## src/rtl/clint_arb.sv

```systemverilog
// Core-local trap arbiter: picks ECALL/EBREAK, masked level IRQs or MRET in ID,
// sequences mepc/mcause/mstatus writes over one CSR port, then pulses a redirect.
module clint_arb #(
  parameter int unsigned NUM_IRQ     = 4,
  parameter int unsigned XLEN        = 32,
  parameter int unsigned CAUSE_BASE  = 16,
  parameter bit          VECTORED_EN = 1'b1
) (
  input  logic               clk,
  input  logic               rst_n,
  input  logic [NUM_IRQ-1:0] irq_i,
  input  logic [NUM_IRQ-1:0] irq_en_i,
  input  logic               inst_valid_i,
  input  logic [31:0]        inst_i,
  input  logic [XLEN-1:0]    inst_addr_i,
  input  logic               jump_flag_i,
  input  logic [XLEN-1:0]    jump_addr_i,
  input  logic [XLEN-1:0]    csr_mtvec_i,
  input  logic [XLEN-1:0]    csr_mepc_i,
  input  logic [XLEN-1:0]    csr_mstatus_i,
  output logic               hold_o,
  output logic               csr_we_o,
  output logic [11:0]        csr_waddr_o,
  output logic [XLEN-1:0]    csr_wdata_o,
  output logic               int_assert_o,
  output logic [XLEN-1:0]    int_addr_o,
  output logic [NUM_IRQ-1:0] irq_ack_o
);

  localparam int unsigned SRC_W = (NUM_IRQ > 1) ? $clog2(NUM_IRQ) : 1;

  localparam logic [31:0] INST_ECALL  = 32'h0000_0073;
  localparam logic [31:0] INST_EBREAK = 32'h0010_0073;
  localparam logic [31:0] INST_MRET   = 32'h3020_0073;

  localparam logic [11:0] CSR_MSTATUS = 12'h300;
  localparam logic [11:0] CSR_MEPC    = 12'h341;
  localparam logic [11:0] CSR_MCAUSE  = 12'h342;

  typedef enum logic [2:0] {
    S_IDLE,
    S_W_MEPC,
    S_W_MCAUSE,
    S_W_MSTATUS,
    S_W_MRET,
    S_ASSERT
  } state_t;

  state_t             r_state;
  logic [XLEN-1:0]    r_epc;
  logic [XLEN-1:0]    r_cause;
  logic [SRC_W-1:0]   r_src;
  logic               r_async;

  logic               r_csr_we;
  logic [11:0]        r_csr_waddr;
  logic [XLEN-1:0]    r_csr_wdata;
  logic               r_int_assert;
  logic [XLEN-1:0]    r_int_addr;
  logic [NUM_IRQ-1:0] r_irq_ack;

  logic [NUM_IRQ-1:0] w_pend;
  logic               w_is_ecall;
  logic               w_is_ebreak;
  logic               w_is_mret;
  logic               w_sync;
  logic               w_async;
  logic               w_mret;
  logic               w_detect;
  logic [SRC_W-1:0]   w_src;
  logic [XLEN-1:0]    w_irq_cause;
  logic [XLEN-1:0]    w_sync_cause;
  logic [XLEN-1:0]    w_async_epc;
  logic [XLEN-1:0]    w_mst_trap;
  logic [XLEN-1:0]    w_mst_mret;
  logic [XLEN-1:0]    w_vec_off;
  logic               w_vectored;
  logic [XLEN-1:0]    w_trap_tgt;
  logic [NUM_IRQ-1:0] w_ack;

  // Request decode for the IDLE arbitration.
  assign w_pend      = irq_i & irq_en_i;
  assign w_is_ecall  = (inst_i == INST_ECALL);
  assign w_is_ebreak = (inst_i == INST_EBREAK);
  assign w_is_mret   = (inst_i == INST_MRET);
  assign w_sync      = inst_valid_i & (w_is_ecall | w_is_ebreak);
  assign w_async     = csr_mstatus_i[3] & (|w_pend);
  assign w_mret      = inst_valid_i & w_is_mret;
  assign w_detect    = w_sync | w_async | w_mret;

  assign hold_o = rst_n & ((r_state != S_IDLE) | w_detect);

  // Lowest pending index wins.
  always_comb begin
    w_src = '0;
    for (int i = NUM_IRQ - 1; i >= 0; i--) begin
      if (w_pend[i]) w_src = SRC_W'(i);
    end
  end

  assign w_irq_cause  = {1'b1, (XLEN-1)'(CAUSE_BASE) + (XLEN-1)'(w_src)};
  assign w_sync_cause = w_is_ecall ? XLEN'(11) : XLEN'(3);
  assign w_async_epc  = jump_flag_i ? jump_addr_i : inst_addr_i;

  always_comb begin
    w_mst_trap    = csr_mstatus_i;
    w_mst_trap[7] = csr_mstatus_i[3];
    w_mst_trap[3] = 1'b0;
    w_mst_mret    = csr_mstatus_i;
    w_mst_mret[3] = csr_mstatus_i[7];
    w_mst_mret[7] = 1'b1;
  end

  // Vector offset is 4*code; the interrupt flag drops out of the shift.
  assign w_vec_off  = {r_cause[XLEN-3:0], 2'b00};
  assign w_vectored = VECTORED_EN & (csr_mtvec_i[1:0] == 2'b01) & r_async;
  assign w_trap_tgt = {csr_mtvec_i[XLEN-1:2], 2'b00} + (w_vectored ? w_vec_off : '0);
  assign w_ack      = r_async ? (NUM_IRQ'(1) << r_src) : '0;

  // Outputs are loaded on the edge entering each state so they line up with it.
  always_ff @(posedge clk) begin
    if (!rst_n) begin
      r_state      <= S_IDLE;
      r_epc        <= '0;
      r_cause      <= '0;
      r_src        <= '0;
      r_async      <= 1'b0;
      r_csr_we     <= 1'b0;
      r_csr_waddr  <= '0;
      r_csr_wdata  <= '0;
      r_int_assert <= 1'b0;
      r_int_addr   <= '0;
      r_irq_ack    <= '0;
    end else begin
      r_csr_we     <= 1'b0;
      r_csr_waddr  <= '0;
      r_csr_wdata  <= '0;
      r_int_assert <= 1'b0;
      r_int_addr   <= '0;
      r_irq_ack    <= '0;
      case (r_state)
        S_IDLE: begin
          if (w_sync) begin
            r_epc       <= inst_addr_i;
            r_cause     <= w_sync_cause;
            r_src       <= '0;
            r_async     <= 1'b0;
            r_state     <= S_W_MEPC;
            r_csr_we    <= 1'b1;
            r_csr_waddr <= CSR_MEPC;
            r_csr_wdata <= inst_addr_i;
          end else if (w_async) begin
            r_epc       <= w_async_epc;
            r_cause     <= w_irq_cause;
            r_src       <= w_src;
            r_async     <= 1'b1;
            r_state     <= S_W_MEPC;
            r_csr_we    <= 1'b1;
            r_csr_waddr <= CSR_MEPC;
            r_csr_wdata <= w_async_epc;
          end else if (w_mret) begin
            r_state     <= S_W_MRET;
            r_csr_we    <= 1'b1;
            r_csr_waddr <= CSR_MSTATUS;
            r_csr_wdata <= w_mst_mret;
          end
        end
        S_W_MEPC: begin
          r_state     <= S_W_MCAUSE;
          r_csr_we    <= 1'b1;
          r_csr_waddr <= CSR_MCAUSE;
          r_csr_wdata <= r_cause;
        end
        S_W_MCAUSE: begin
          r_state     <= S_W_MSTATUS;
          r_csr_we    <= 1'b1;
          r_csr_waddr <= CSR_MSTATUS;
          r_csr_wdata <= w_mst_trap;
        end
        S_W_MSTATUS: begin
          r_state      <= S_ASSERT;
          r_int_assert <= 1'b1;
          r_int_addr   <= w_trap_tgt;
          r_irq_ack    <= w_ack;
        end
        S_W_MRET: begin
          r_state      <= S_ASSERT;
          r_int_assert <= 1'b1;
          r_int_addr   <= csr_mepc_i;
        end
        S_ASSERT: r_state <= S_IDLE;
        default:  r_state <= S_IDLE;
      endcase
    end
  end

  assign csr_we_o     = r_csr_we;
  assign csr_waddr_o  = r_csr_waddr;
  assign csr_wdata_o  = r_csr_wdata;
  assign int_assert_o = r_int_assert;
  assign int_addr_o   = r_int_addr;
  assign irq_ack_o    = r_irq_ack;

  logic unused_epc;
  assign unused_epc = ^r_epc;

endmodule

```

## config.mk

```make
export PLATFORM = sky130hd
export DESIGN_NAME = clint_arb
export DESIGN_NICKNAME = d
export VERILOG_FILES = /design/src/rtl/clint_arb.sv
export SDC_FILE = /design/constraint.sdc
export NUM_CORES = 1
export LEC_CHECK = 0
export CAP_MARGIN = 20
export CORE_ASPECT_RATIO = 1.4
export CORE_MARGIN = 2
export CORE_UTILIZATION = 35
export CTS_CLUSTER_DIAMETER = 200
export CTS_CLUSTER_SIZE = 25
export DETAILED_ROUTE_END_ITERATION = 8
export DONT_BUFFER_PORTS = 1
export SLEW_MARGIN = 10
export SYNTH_ARGS = -nofsm -noshare
export SYNTH_HDL_FRONTEND = slang
export SYNTH_SLANG_ARGS = --single-unit
```

## constraint.sdc

```tcl
create_clock -name clk -period 5.75 [get_ports clk]
set_input_delay 0.2875 -clock clk [delete_from_list [all_inputs] [get_ports clk]]
set_output_delay 0.2875 -clock clk [all_outputs]
set_load 0.03 [all_outputs]
```

* Word level (Yosys, flattened, before mapping)
Cells that the tools add are included.
** Operators by class
- Bitwise gates (word level) :: 10
- Shift-type cells :: 1
- Eq/ne operators :: 9
- Add/sub/neg operators :: 2
- Order comparisons :: 0
- Multipliers :: 0
- Reduce and logical (&&, ||, !) cells :: 8
- Muxes and demuxes :: 31
- Divide/modulo/power cells :: 0
** Operators with widths (count)
- $mux W32 :: 7
- $pmux W32 S3 :: 1
- $pmux W32 S2 :: 1
- $add A32 B32 Y32 :: 1
- $eq A32 B21 Y1 const B :: 1
- $eq A32 B30 Y1 const B :: 1
- $eq A32 B7 Y1 const B :: 1
- $mux W10 :: 3
- $pmux W10 S3 :: 1
- $mux W2 :: 6
- $pmux W3 S4 :: 1
- $mux W3 :: 3
- $add A5 B2 Y6 const A :: 1
- $eq A3 B2 Y1 const B :: 2
- $mux W1 :: 6
- $and A1 B1 Y1 :: 5
- $and A4 B4 Y4 :: 1
- $mux W4 :: 1
- $ne A4 B4 Y1 const B :: 1
- $or A1 B1 Y1 :: 4
- $reduce_or A2 Y1 :: 2
- $reduce_or A4 Y1 :: 1
- $shl A1 B2 Y4 const A :: 1
- $eq A3 B1 Y1 const B :: 1
- 8 further kinds :: 8
** Storage, ports and cells
- Output and inout bits :: 83
- Bits in writable memories :: 0
- Memories kept :: 0
- Logic and storage cells :: 71
- Bits of input ports :: 204
- Bits in latches :: 0
- Register bits :: 120
- Memory bits (read-only) :: 0

* Depth between registers and ports, before layout
Gate-level depths: netlist of run 1.
- Depth after elaboration :: 8
- Depth in mapped cells :: 11
- Mapped depth without buffers :: 11

* Worst setup path after synthesis of run 1
No wires, ideal clock.
- Path kind :: reg-to-reg
- Start point :: register r_cause[4]
- End point :: register r_int_addr[30], in the netlist int_addr_o[30]
- Buffers on the path :: 0
- Data required time :: 5.624 ns
- Clock period less this slack :: 2.451 ns
- Library setup time :: 0.126 ns
- Data arrival time :: 2.324 ns
- Slack :: 3.299 ns
- Stages on the path, launching flop included :: 12
- Cells stage by stage :: dfxtp_1 > and3b_1 > and2_1 > ha_1 > inv_1 > fa_1 > and3b_1 > o21ai_0 > a211oi_2 > nand4_1 > xor2_1 > o21ai_1
** Between the ends
- Word-level cells in the longest chain between the ends :: 3
** RTL lines
- from (decl) :: RTL line 51 : logic [XLEN-1:0] r_cause;
- from (signal assigned) :: RTL line 145 : r_cause <= w_sync_cause;
- from (signal assigned) :: RTL line 154 : r_cause <= w_irq_cause;
- $mux W32 :: RTL line 117 : assign w_trap_tgt = {csr_mtvec_i[XLEN-1:2], 2'b00} + (w_vectored ? w_vec_off : '0);
- $add A32 B32 Y32 :: RTL line 117
- $pmux W32 S2 :: RTL line 141 : case (r_state)
- to (signal assigned) :: RTL line 183 : r_int_addr <= w_trap_tgt;
- to (signal assigned) :: RTL line 189 : r_int_addr <= csr_mepc_i;
- to (decl) :: RTL line 59 : logic [XLEN-1:0] r_int_addr;
Every way passes these cells.
A chain may end at the register's enable or synchronous reset.

* Worst setup path in the final report of run 1
Ends and elaborated chain as after synthesis.

==> results of run 1 <==
## kinds of logic (layout without fill, tap and decap cells)
group / after synthesis / after routing / share of synthesized area, %
other: 1 / 7 / 0.0783
AO/OA/AOI/OAI: 161 / 161 / 23.2
AND/OR/NAND/NOR: 220 / 220 / 23.1
multiplexers: 32 / 32 / 6.76
flip-flops: 83 / 83 / 34.7
buffers and inverters: 57 / 33 / 5.85
adder cells (fa/ha/maj): 5 / 5 / 1.46
XOR/XNOR: 27 / 27 / 4.93
## state kept, by name (all words and copies together), names as in the netlist
signal        cells
csr_we_o          1
int_assert_o      1
csr_wdata_o      32
csr_waddr_o       4
r_src             2
r_cause           4
int_addr_o       32
irq_ack_o         4
r_state           3
## routing by layer
layer  GRT usage (%)  part of all wire [%]
met5           0.733                     0
met2            38.0                    53
met4            8.73                   3.4
met3            8.10                    11
met1            20.2                    33
## worst paths after layout
path,start,endpoint,slack [ns],cells past startpoint
worst min register to register,r_cause[3],r_cause[3],0.48,2
worst max-delay path,r_cause[4],int_addr_o[30],2.87,11
worst min-delay path,csr_mstatus_i[24],csr_wdata_o[24],0.06,2
worst max register to register,r_cause[4],int_addr_o[30],2.87,11
## placed cells by master, fill, tap and decap left out, drive strengths merged, types with 12 or more instances in the layout
master,instances
nor2,30
mux2i,29
nor3,27
clkbuf,13
inv,12
o211ai,23
a21oi,27
nand2,77
xnor2,20
dfxtp,83
o21ai,49
nand3,23
## final cells by class
type	instances	area (um^2)
Multi-Input combinational cell	452	2900
Fill cell	1428	8250
Inverter	12	45.0
Sequential cell	83	1660
Clock inverter	2	12.5
Timing Repair Buffer	6	45.0
Tap cell	182	228
Clock buffer	13	250
## where the power goes
group | total, uW | internal [uW] | switching, uW
Sequential | 769 | 631 | 138
Combinational | 241 | 97.2 | 144
Clock | 531 | 302 | 229
## metrics by stage
step / hold WS [ns] / setup slack (ns)
2_1_floorplan: 0.396 / 3.30
3_3_place_gp: 0.403 / 3.00
3_5_place_dp: 0.404 / 2.86
4_1_cts: 0.0526 / 2.84
5_1_grt: 0.0521 / 2.58
6_report: 0.0636 / 2.87
## cell usage after synthesis, types with 10 or more instances
library cell,number,share of area [%]
sky130_fd_sc_hd__a21oi_1,27,2.8
sky130_fd_sc_hd__a22oi_1,11,1.7
sky130_fd_sc_hd__a31oi_1,11,1.4
sky130_fd_sc_hd__buf_4,10,1.6
sky130_fd_sc_hd__clkbuf_1,26,2.0
sky130_fd_sc_hd__dfxtp_1,83,35
sky130_fd_sc_hd__inv_1,12,0.94
sky130_fd_sc_hd__mux2i_1,29,6.1
sky130_fd_sc_hd__nand2_1,76,6.0
sky130_fd_sc_hd__nand3_1,23,2.4
sky130_fd_sc_hd__nor2_1,30,2.3
sky130_fd_sc_hd__nor3_1,25,2.6
sky130_fd_sc_hd__o211ai_2,15,3.9
sky130_fd_sc_hd__o21ai_0,26,2.7
sky130_fd_sc_hd__o21ai_1,23,2.4
sky130_fd_sc_hd__xnor2_1,20,3.7
## critical path, stage by stage (launching register included)
cell	delay, ns
sky130_fd_sc_hd__dfxtp_1	0.44
sky130_fd_sc_hd__and3b_1	0.26
sky130_fd_sc_hd__and2_1	0.14
sky130_fd_sc_hd__ha_1	0.16
sky130_fd_sc_hd__inv_1	0.05
sky130_fd_sc_hd__fa_1	0.40
sky130_fd_sc_hd__and3b_1	0.27
sky130_fd_sc_hd__o21ai_0	0.13
sky130_fd_sc_hd__a211oi_2	0.49
sky130_fd_sc_hd__nand4_1	0.18
sky130_fd_sc_hd__xor2_1	0.15
sky130_fd_sc_hd__o21ai_1	0.07
==> results.yml, run 1 <==
outcome:
  outcome: "finished, final reports clean"
die:
  design.portCount: 287
  dieArea_um2: 14700
  die_width_um: 103
  rows: 50
  chipHeight_um: 142
  starting_utilization_of_the_core_area_pct: 35.8
  floorplan_core_area_um2: 13400
synth:
  synth.avg_cell_area_um2: 8.18
  synthesis.instances: 586
  yosys_most_used_dff: "sky130_fd_sc_hd__dfxtp_1"
  synth_seq_cells: 83
  register_area_share_after_synthesis_pct: 34.7
  synth_cell_type_count: 60
  cell_area_after_technology_mapping_um2: 4790
  synth_async_sr_flop_share_pct: 0
  synth-edff-count: 0
  yosysWarnings: 0
sta:
  worst_slew_pin_slew_ns: 0.966
  timing.final.max_slew_violations: 0
  timing.clock.skew_ns: 0.00890
  maxClockFrequency_mhz: 347
  finalHoldViolations: 0
  crit_share_post_route_pct: 50.2
  timing.setup.tns_ns: 0
  maxSlewHeadroom_pct: 35.5
  post-route-min-period_ns: 2.88
  finalSetupViolCount: 0
  rsz_0062_raised_after_global_routing: "no"
worst_hold_path:
  hp-class: "input pin to flip-flop"
place:
  place_area_um2: 4870
  routabilityCongestion: 0.827
  io_buffers: 0
  detailedPlacementHpwl_mm: 12.1
  dp_cells: 734
setup_path:
  worst-path-max-fanout: 6
  timing.critical_path.to_type: "flip-flop"
  cp_data_required_time_ns: 5.94
  crit_type: "flip-flop to flip-flop"
  timing.critical_path.arrival_ns: 3.07
  crit_path_start_kind: "flip-flop"
power_and_ir_drop:
  total_leakage_power_uw: 0.00180
  power_per_cell_area_nw_per_um2: 300
  total_power_after_layout_uw: 1540
  vdd_ir_drop_max_mv: 0.124
grt:
  grtUsageTotal_pct: 20.8
  via_count_of_the_first_global_routing_pass: 4500
  grt_overflow: 0
  grt_max_degree: 68
  grt_first_pass_wirelength_mm: 23.1
  antenna_found_initial: 0
layout:
  layout-drive-gt1-share_pct: 8.10
  layout_stage_area_growth_over_the_synthesis_result_pct: 7.31
  final_area_um2: 5140
  antenna-diode-count: 0
  utilization_pct: 38.4
  final_cells: 750
  final_nets: 773
clocking:
  cts_tree: "yes"
  post_cts.resized_instances: 0
  cts_setup_buffers: 0
  cts_num_sinks: 83
  clkLatencyLatePin_ns: 0.34
  numCtsBuffers: 9
  cts_htree_levels: 3
  hold_buffers: 0
  clk_pin_slew_worst_paths_ns: 0.07
  cts-root-buf: "sky130_fd_sc_hd__clkbuf_16"
  ctsLongestPathBuffers: 2
route:
  drcViolationCount: 0
  drt_pass1_iterations: 4
  detail_route.vias_per_cell: 5.80
  wire_per_inst_um: 20.6
  first_iter_violations: 143
  routed_wirelength_mm: 15.5
  drtAntennaViolNets: 0
  vias: 4347
flow_run:
  max-cap-violations: 0
No activity file was read; power rests on OpenSTA's default activity.
==> inputs of run 2 (changes only) <==
ABC_AREA = 1   (was not set)
clock period = 2.6 ns   (was 5.75 ns; I/O delays follow)
==> results.yml, run 2 <==
outcome:
  outcome: "finished, final reports clean"
setup_path:
  timing.critical_path.arrival_ns: 2.59
  crit_path_start_kind: "flip-flop"
  crit_type: "flip-flop to flip-flop"
  cp_data_required_time_ns: 2.83
  worst-path-max-fanout: 4
  timing.critical_path.to_type: "flip-flop"
layout:
  layout-drive-gt1-share_pct: 8.02
  layout_stage_area_growth_over_the_synthesis_result_pct: 19.5
  final_cell_mix: "257 x sky130_fd_sc_hd__nand2_1, 97 x sky130_fd_sc_hd__nor2_1, 92 x sky130_fd_sc_hd__inv_1"
  most_common_cell_after_layout_fill_and_taps_aside: "sky130_fd_sc_hd__nand2_1"
  final_area_um2: 6580
  final_nets: 1127
  multi_input_comb_area_um2: 3260
  regArea_um2: 1660
  final_cells: 1119
  fill_cells: 1611
  antenna-diode-count: 0
grt:
  grtUsageTotal_pct: 22.8
  grt_first_pass_wirelength_mm: 29.5
  via_count_of_the_first_global_routing_pass: 5942
  antenna_found_initial: 0
  grt_overflow: 0
  grt_max_degree: 33
synth:
  synthDominantAreaCellType: "sky130_fd_sc_hd__dfxtp_1"
  synth.top_cell.area_share_pct: 30.2
  cell_area_after_technology_mapping_um2: 5510
  post_synth_main_area_contributors: "sky130_fd_sc_hd__dfxtp_1 30%, sky130_fd_sc_hd__nand2_1 18%, sky130_fd_sc_hd__nor2_1 6.7%, sky130_fd_sc_hd__inv_1 6.3%, sky130_fd_sc_hd__mux2i_1 5.8%"
  register_area_share_after_synthesis_pct: 30.2
  synthTopCellsByCount: "257 x sky130_fd_sc_hd__nand2_1, 99 x sky130_fd_sc_hd__nor2_1, 92 x sky130_fd_sc_hd__inv_1"
  synthesis.instances: 868
  yosysWarnings: 0
  synth_async_sr_flop_share_pct: 0
  post-synth-top-count-cell: "sky130_fd_sc_hd__nand2_1"
  yosys_most_used_dff: "sky130_fd_sc_hd__dfxtp_1"
  synth.avg_cell_area_um2: 6.34
  synth_seq_cells: 83
  synth_cell_type_count: 42
  synth-edff-count: 0
clocking:
  clkLatencyLatePin_ns: 0.35
  ctsLongestPathBuffers: 2
  cts_tree: "yes"
  clk_pin_slew_worst_paths_ns: 0.07
  cts_htree_levels: 3
  cts_num_sinks: 83
  cts-root-buf: "sky130_fd_sc_hd__clkbuf_16"
  numCtsBuffers: 9
sta:
  worst_slew_pin_slew_ns: 0.637
  maxClockFrequency_mhz: 423
  maxSlewHeadroom_pct: 57.5
  timing.clock.skew_ns: 0.00807
  finalSetupViolCount: 0
  timing.setup.tns_ns: 0
  timing.final.max_slew_violations: 0
  worst_slack_ns: 0.237
  finalHoldViolations: 0
  crit_share_post_route_pct: 90.9
  post-route-min-period_ns: 2.36
place:
  detailedPlacementHpwl_mm: 14.4
  dp_cells: 1036
  io_buffers: 0
  place_area_um2: 5590
  routabilityCongestion: 0.892
  place_ws_ns: 0.272
power_and_ir_drop:
  power_per_cell_area_nw_per_um2: 753
  total_leakage_power_uw: 0.00277
  vdd_ir_drop_max_mv: 0.394
die:
  chipHeight_um: 152
  dieArea_um2: 16800
  die_width_um: 110
  starting_utilization_of_the_core_area_pct: 35.6
  rows: 54
  design.portCount: 287
  floorplan_core_area_um2: 15500
route:
  drcViolationCount: 0
  vias: 5754
  detail_route.vias_per_cell: 5.14
  drtAntennaViolNets: 0
  wire_per_inst_um: 17.3
  drt_pass1_iterations: 4
  routed_wirelength_mm: 19.3
  first_iter_violations: 373
flow_run:
  max-cap-violations: 0
worst_hold_path:
  hp-class: "input pin to flip-flop"
run 2: cell type report:
| class | instances | area share (%) |
|---|---|---|
| multi-input cells | 650 | 49.5 |
| flip-flops and latches | 83 | 25.2 |
| repair buffers | 76 | 11.2 |
| inverters | 98 | 5.59 |
| well taps | 196 | 3.73 |
| clock buffers | 10 | 3.63 |
| clock inverters | 6 | 1.10 |
run 2: per-layer routing:
| metal | up-vias | global-route usage, % | share of wire, % |
|---|---|---|---|
| met3 | 47 | 6.20 | 8.7 |
| met1 | 2565 | 22.1 | 35 |
| li1 | 2881 | - | - |
| met5 | - | 0 | 0 |
| met2 | 261 | 43.4 | 53 |
| met4 | 0 | 9.89 | 3.9 |
run 2: cell families (layout without fill, tap and decap cells):
group,after synthesis,after routing,share of synthesized area [%]
AOI/OAI and AO/OA,135,135,14.0
adders and majority gates,5,5,1.27
buffers and inverters,141,190,11.3
DFF,83,83,30.2
muxes,32,32,5.82
other,1,7,0.0681
and+or+nand+nor,471,471,37.4
run 2: where the power goes:
| group | total, uW | switching [uW] | internal, uW |
|---|---|---|---|
| sequential | 2000 | 501 | 1500 |
| combinational | 1600 | 1120 | 481 |
| clock | 1360 | 579 | 782 |
run 2: path summary, 6_finish.rpt:
kind / start / endpoint / slack [ns] / depth (start not counted)
setup / recovery: r_cause[4] / int_addr_o[7] / 0.24 / 13
hold / removal: rst_n / irq_ack_o[3] / 0.0007 / 2
setup reg to reg: r_cause[4] / int_addr_o[7] / 0.24 / 13
hold reg to reg: r_src[0] / irq_ack_o[0] / 0.46 / 1
run 2: worst max-delay path, stage by stage, from the launching register on:
cell and delay [ns]:
sky130_fd_sc_hd__dfxtp_1 0.33, sky130_fd_sc_hd__nand2_1 0.05, sky130_fd_sc_hd__nor2_1 0.13, sky130_fd_sc_hd__inv_1 0.08
sky130_fd_sc_hd__nor2_1 0.10, sky130_fd_sc_hd__ha_1 0.14, sky130_fd_sc_hd__inv_1 0.06, sky130_fd_sc_hd__o21a_2 0.25
sky130_fd_sc_hd__o21ai_4 0.19, sky130_fd_sc_hd__nand2_1 0.07, sky130_fd_sc_hd__nand2_1 0.07, sky130_fd_sc_hd__o21bai_1 0.13
sky130_fd_sc_hd__a21oi_2 0.07, sky130_fd_sc_hd__dlygate4sd3_1 0.58
run 2: through the flow:
| stage | hold WS, ns | util, % | total power, uW |
|---|---|---|---|
| final | 0.000697 | 42.5 | 4960 |
| after global routing | 0.0111 | 42.5 | 5250 |
| after CTS | 0.000359 | 42.4 | 5010 |
| after detailed placement | 0.259 | 36.2 | 3550 |
| after global placement | 0.253 | 36.2 | 3550 |
| after floorplan | 0.257 | - | 3190 |
run 2: timing repair:
action	4_1_cts	5_1_grt
buffers inserted	0	1
gates resized for setup	0	2
endpoints found under the setup margin	0	1
hold buffers	66	0
endpoints found under the hold margin	63	0
==> inputs of run 3 (changes only) <==
CORE_AREA = 2 2 110 112   (was not set)
CORE_ASPECT_RATIO = not set   (was 1.4)
CORE_MARGIN = not set   (was 2)
CORE_UTILIZATION = not set   (was 35)
DIE_AREA = 0 0 112 114   (was not set)
==> results.yml, run 3 (synthesized netlist as in run 2, its figures left out) <==
setup_path:
  timing.critical_path.slowest_stage_cell: "sky130_fd_sc_hd__fa_1"
  timing.critical_path.arrival_ns: 2.65
  max_stage_delay_ns: 0.37
  timing.critical_path.to_type: "flip-flop"
  setup.worst_path.start: "r_cause[4]"
  cp_data_required_time_ns: 2.87
  worstPathBufferInverterCount: 3
  worst-path-max-fanout: 4
  worstReg2RegStart: "r_cause[4]"
  crit_chain: "nand2_1, nor2_2, inv_1, nor2_1, ha_1, inv_1, fa_1, inv_2, nand4_1, nand2_1, nand2_2, nor3_4, nand2_1, nand2_1, nand3_1, a21oi_1"
  crit_path_start_kind: "flip-flop"
  timing.critical_path.max_delay_family: "simple AND/OR/NAND/NOR gates"
  critical-path-top-cell-by-count: "sky130_fd_sc_hd__nand2_1"
  crit_type: "flip-flop to flip-flop"
die:
  rows: 40
  die_width_um: 112
  floorplan_core_area_um2: 11700
  starting_utilization_of_the_core_area_pct: 47.0
  dieArea_um2: 12800
  design.portCount: 287
  chipHeight_um: 114
worst_hold_path:
  hp-class: "input pin to flip-flop"
  min_from: "csr_mtvec_i[23]"
layout:
  final_cell_mix: "256 x sky130_fd_sc_hd__nand2_1, 94 x sky130_fd_sc_hd__nor2_1, 91 x sky130_fd_sc_hd__inv_1"
  utilization_pct: 55.6
  final_area_um2: 6510
  final_cells: 1070
  final_nets: 1127
  layout_stage_area_growth_over_the_synthesis_result_pct: 18.2
  antenna-diode-count: 0
  fill_cells: 1163
  layout-drive-gt1-share_pct: 8.45
  most_common_cell_after_layout_fill_and_taps_aside: "sky130_fd_sc_hd__nand2_1"
grt:
  grt_max_degree: 33
  antenna_found_initial: 0
  grt_first_pass_wirelength_mm: 27.9
  grtUsageTotal_pct: 27.1
  grt_overflow: 0
  via_count_of_the_first_global_routing_pass: 5609
sta:
  timing.clock.skew_ns: 0.00578
  post-route-min-period_ns: 2.38
  crit_share_post_route_pct: 91.6
  maxSlewHeadroom_pct: 56.7
  finalSetupViolCount: 0
  timing.setup.tns_ns: 0
  worst_slew_pin_slew_ns: 0.648
  timing.final.max_slew_violations: 0
  finalHoldViolations: 0
  maxClockFrequency_mhz: 420
place:
  routabilityCongestion: 0.996
  io_buffers: 0
  place_area_um2: 5530
  detailedPlacementHpwl_mm: 13.0
  dp_cells: 987
power_and_ir_drop:
  net-switching-power_uw: 2230
  power_per_cell_area_nw_per_um2: 753
  total_power_after_layout_uw: 4900
  power.switching_fraction_pct: 45.5
  vdd_ir_drop_max_mv: 0.417
  clockPowerShare_pct: 26.5
  power_frac_comb_pct: 32.8
  p_int_uw: 2670
  total_leakage_power_uw: 0.00276
  p_seq_share_pct: 40.7
clocking:
  numCtsBuffers: 9
  cts_htree_levels: 3
  clk_pin_slew_worst_paths_ns: 0.07
  cts-root-buf: "sky130_fd_sc_hd__clkbuf_16"
  cts_num_sinks: 83
  clkLatencyLatePin_ns: 0.35
  cts_tree: "yes"
  ctsLongestPathBuffers: 2
route:
  wire_per_inst_um: 17.0
  vias: 5834
  drt_pass1_iterations: 5
  first_iter_violations: 466
  routed_wirelength_mm: 18.2
  detail_route.vias_per_cell: 5.45
  drcViolationCount: 0
  drtAntennaViolNets: 0
flow_run:
  max-cap-violations: 0
outcome:
  outcome: "finished, final reports clean"
[run 3: cell types whose count changed in the layout (fill, tap and decap cells not counted), moves of 2 or more]
| cell | delta |
|---|---|
| sky130_fd_sc_hd__inv_6 | +2 |
| sky130_fd_sc_hd__nor2_2 | +3 |
| sky130_fd_sc_hd__inv_8 | +2 |
| sky130_fd_sc_hd__nor2_1 | -3 |
| sky130_fd_sc_hd__clkinv_4 | -2 |
[run 3: layout make-up]
| type | count | area, um^2 | share of cell area [%] |
|---|---|---|---|
| clock inverters | 7 | 65.1 | 1.00 |
| well taps | 147 | 184 | 2.83 |
| flip-flops and latches | 83 | 1660 | 25.5 |
| repair buffers | 76 | 736 | 11.3 |
| inverters | 98 | 368 | 5.65 |
| multi-input cells | 650 | 3270 | 50.2 |
| clock buffers | 9 | 225 | 3.46 |
[run 3: final timing paths]
check / end / slack [ns] / cells past startpoint
worst max-delay path: int_addr_o[30] / 0.22 / 16
worst min-delay path: int_addr_o[23] / 0.01 / 3
worst max register to register: int_addr_o[30] / 0.22 / 16
worst min register to register: irq_ack_o[2] / 0.46 / 1
[run 3: power groups by stage]
stage                     Clock, uW  Sequential (uW)  Combinational [uW]
final                          1300             1990                1610
after global routing           1360             2020                1780
after CTS                      1320             2000                1600
after detailed placement          0             2020                1520
after global placement            0             2030                1480
after floorplan                   0             1960                1230
[run 3: per-layer routing]
metal  track usage, %  vias up  share of wire, %
met5                0        -                 0
met4             10.2        0               2.2
met3             6.48       31               9.1
met2             50.2      302                51
met1             30.2     2620                37
li1                 -     2881                 -
[run 3: worst reg2reg max path: cells and delay by family, from the launching register on]
| family | cells | cell delay (ns) |
|---|---|---|
| flops | 1 | 0.33 |
| compound gates | 1 | 0.13 |
| simple gates | 10 | 1.08 |
| buf+inv | 3 | 0.22 |
| fa+ha+maj | 2 | 0.53 |
[run 3: stage by stage]
stage               worst slack, ns  hold slack (ns)
finish                        0.218           0.0104
global route                -0.0412           0.0140
CTS                           0.203          0.00176
detailed placement            0.236            0.259
global placement              0.399            0.260
floorplan                     0.512            0.257
[run 3: repair_timing]
item	in CTS	in global routing
setup buffers	0	1
hold endpoints to repair	65	0
gates resized for setup	0	6
hold buffers	66	0
setup endpoints to repair	0	5
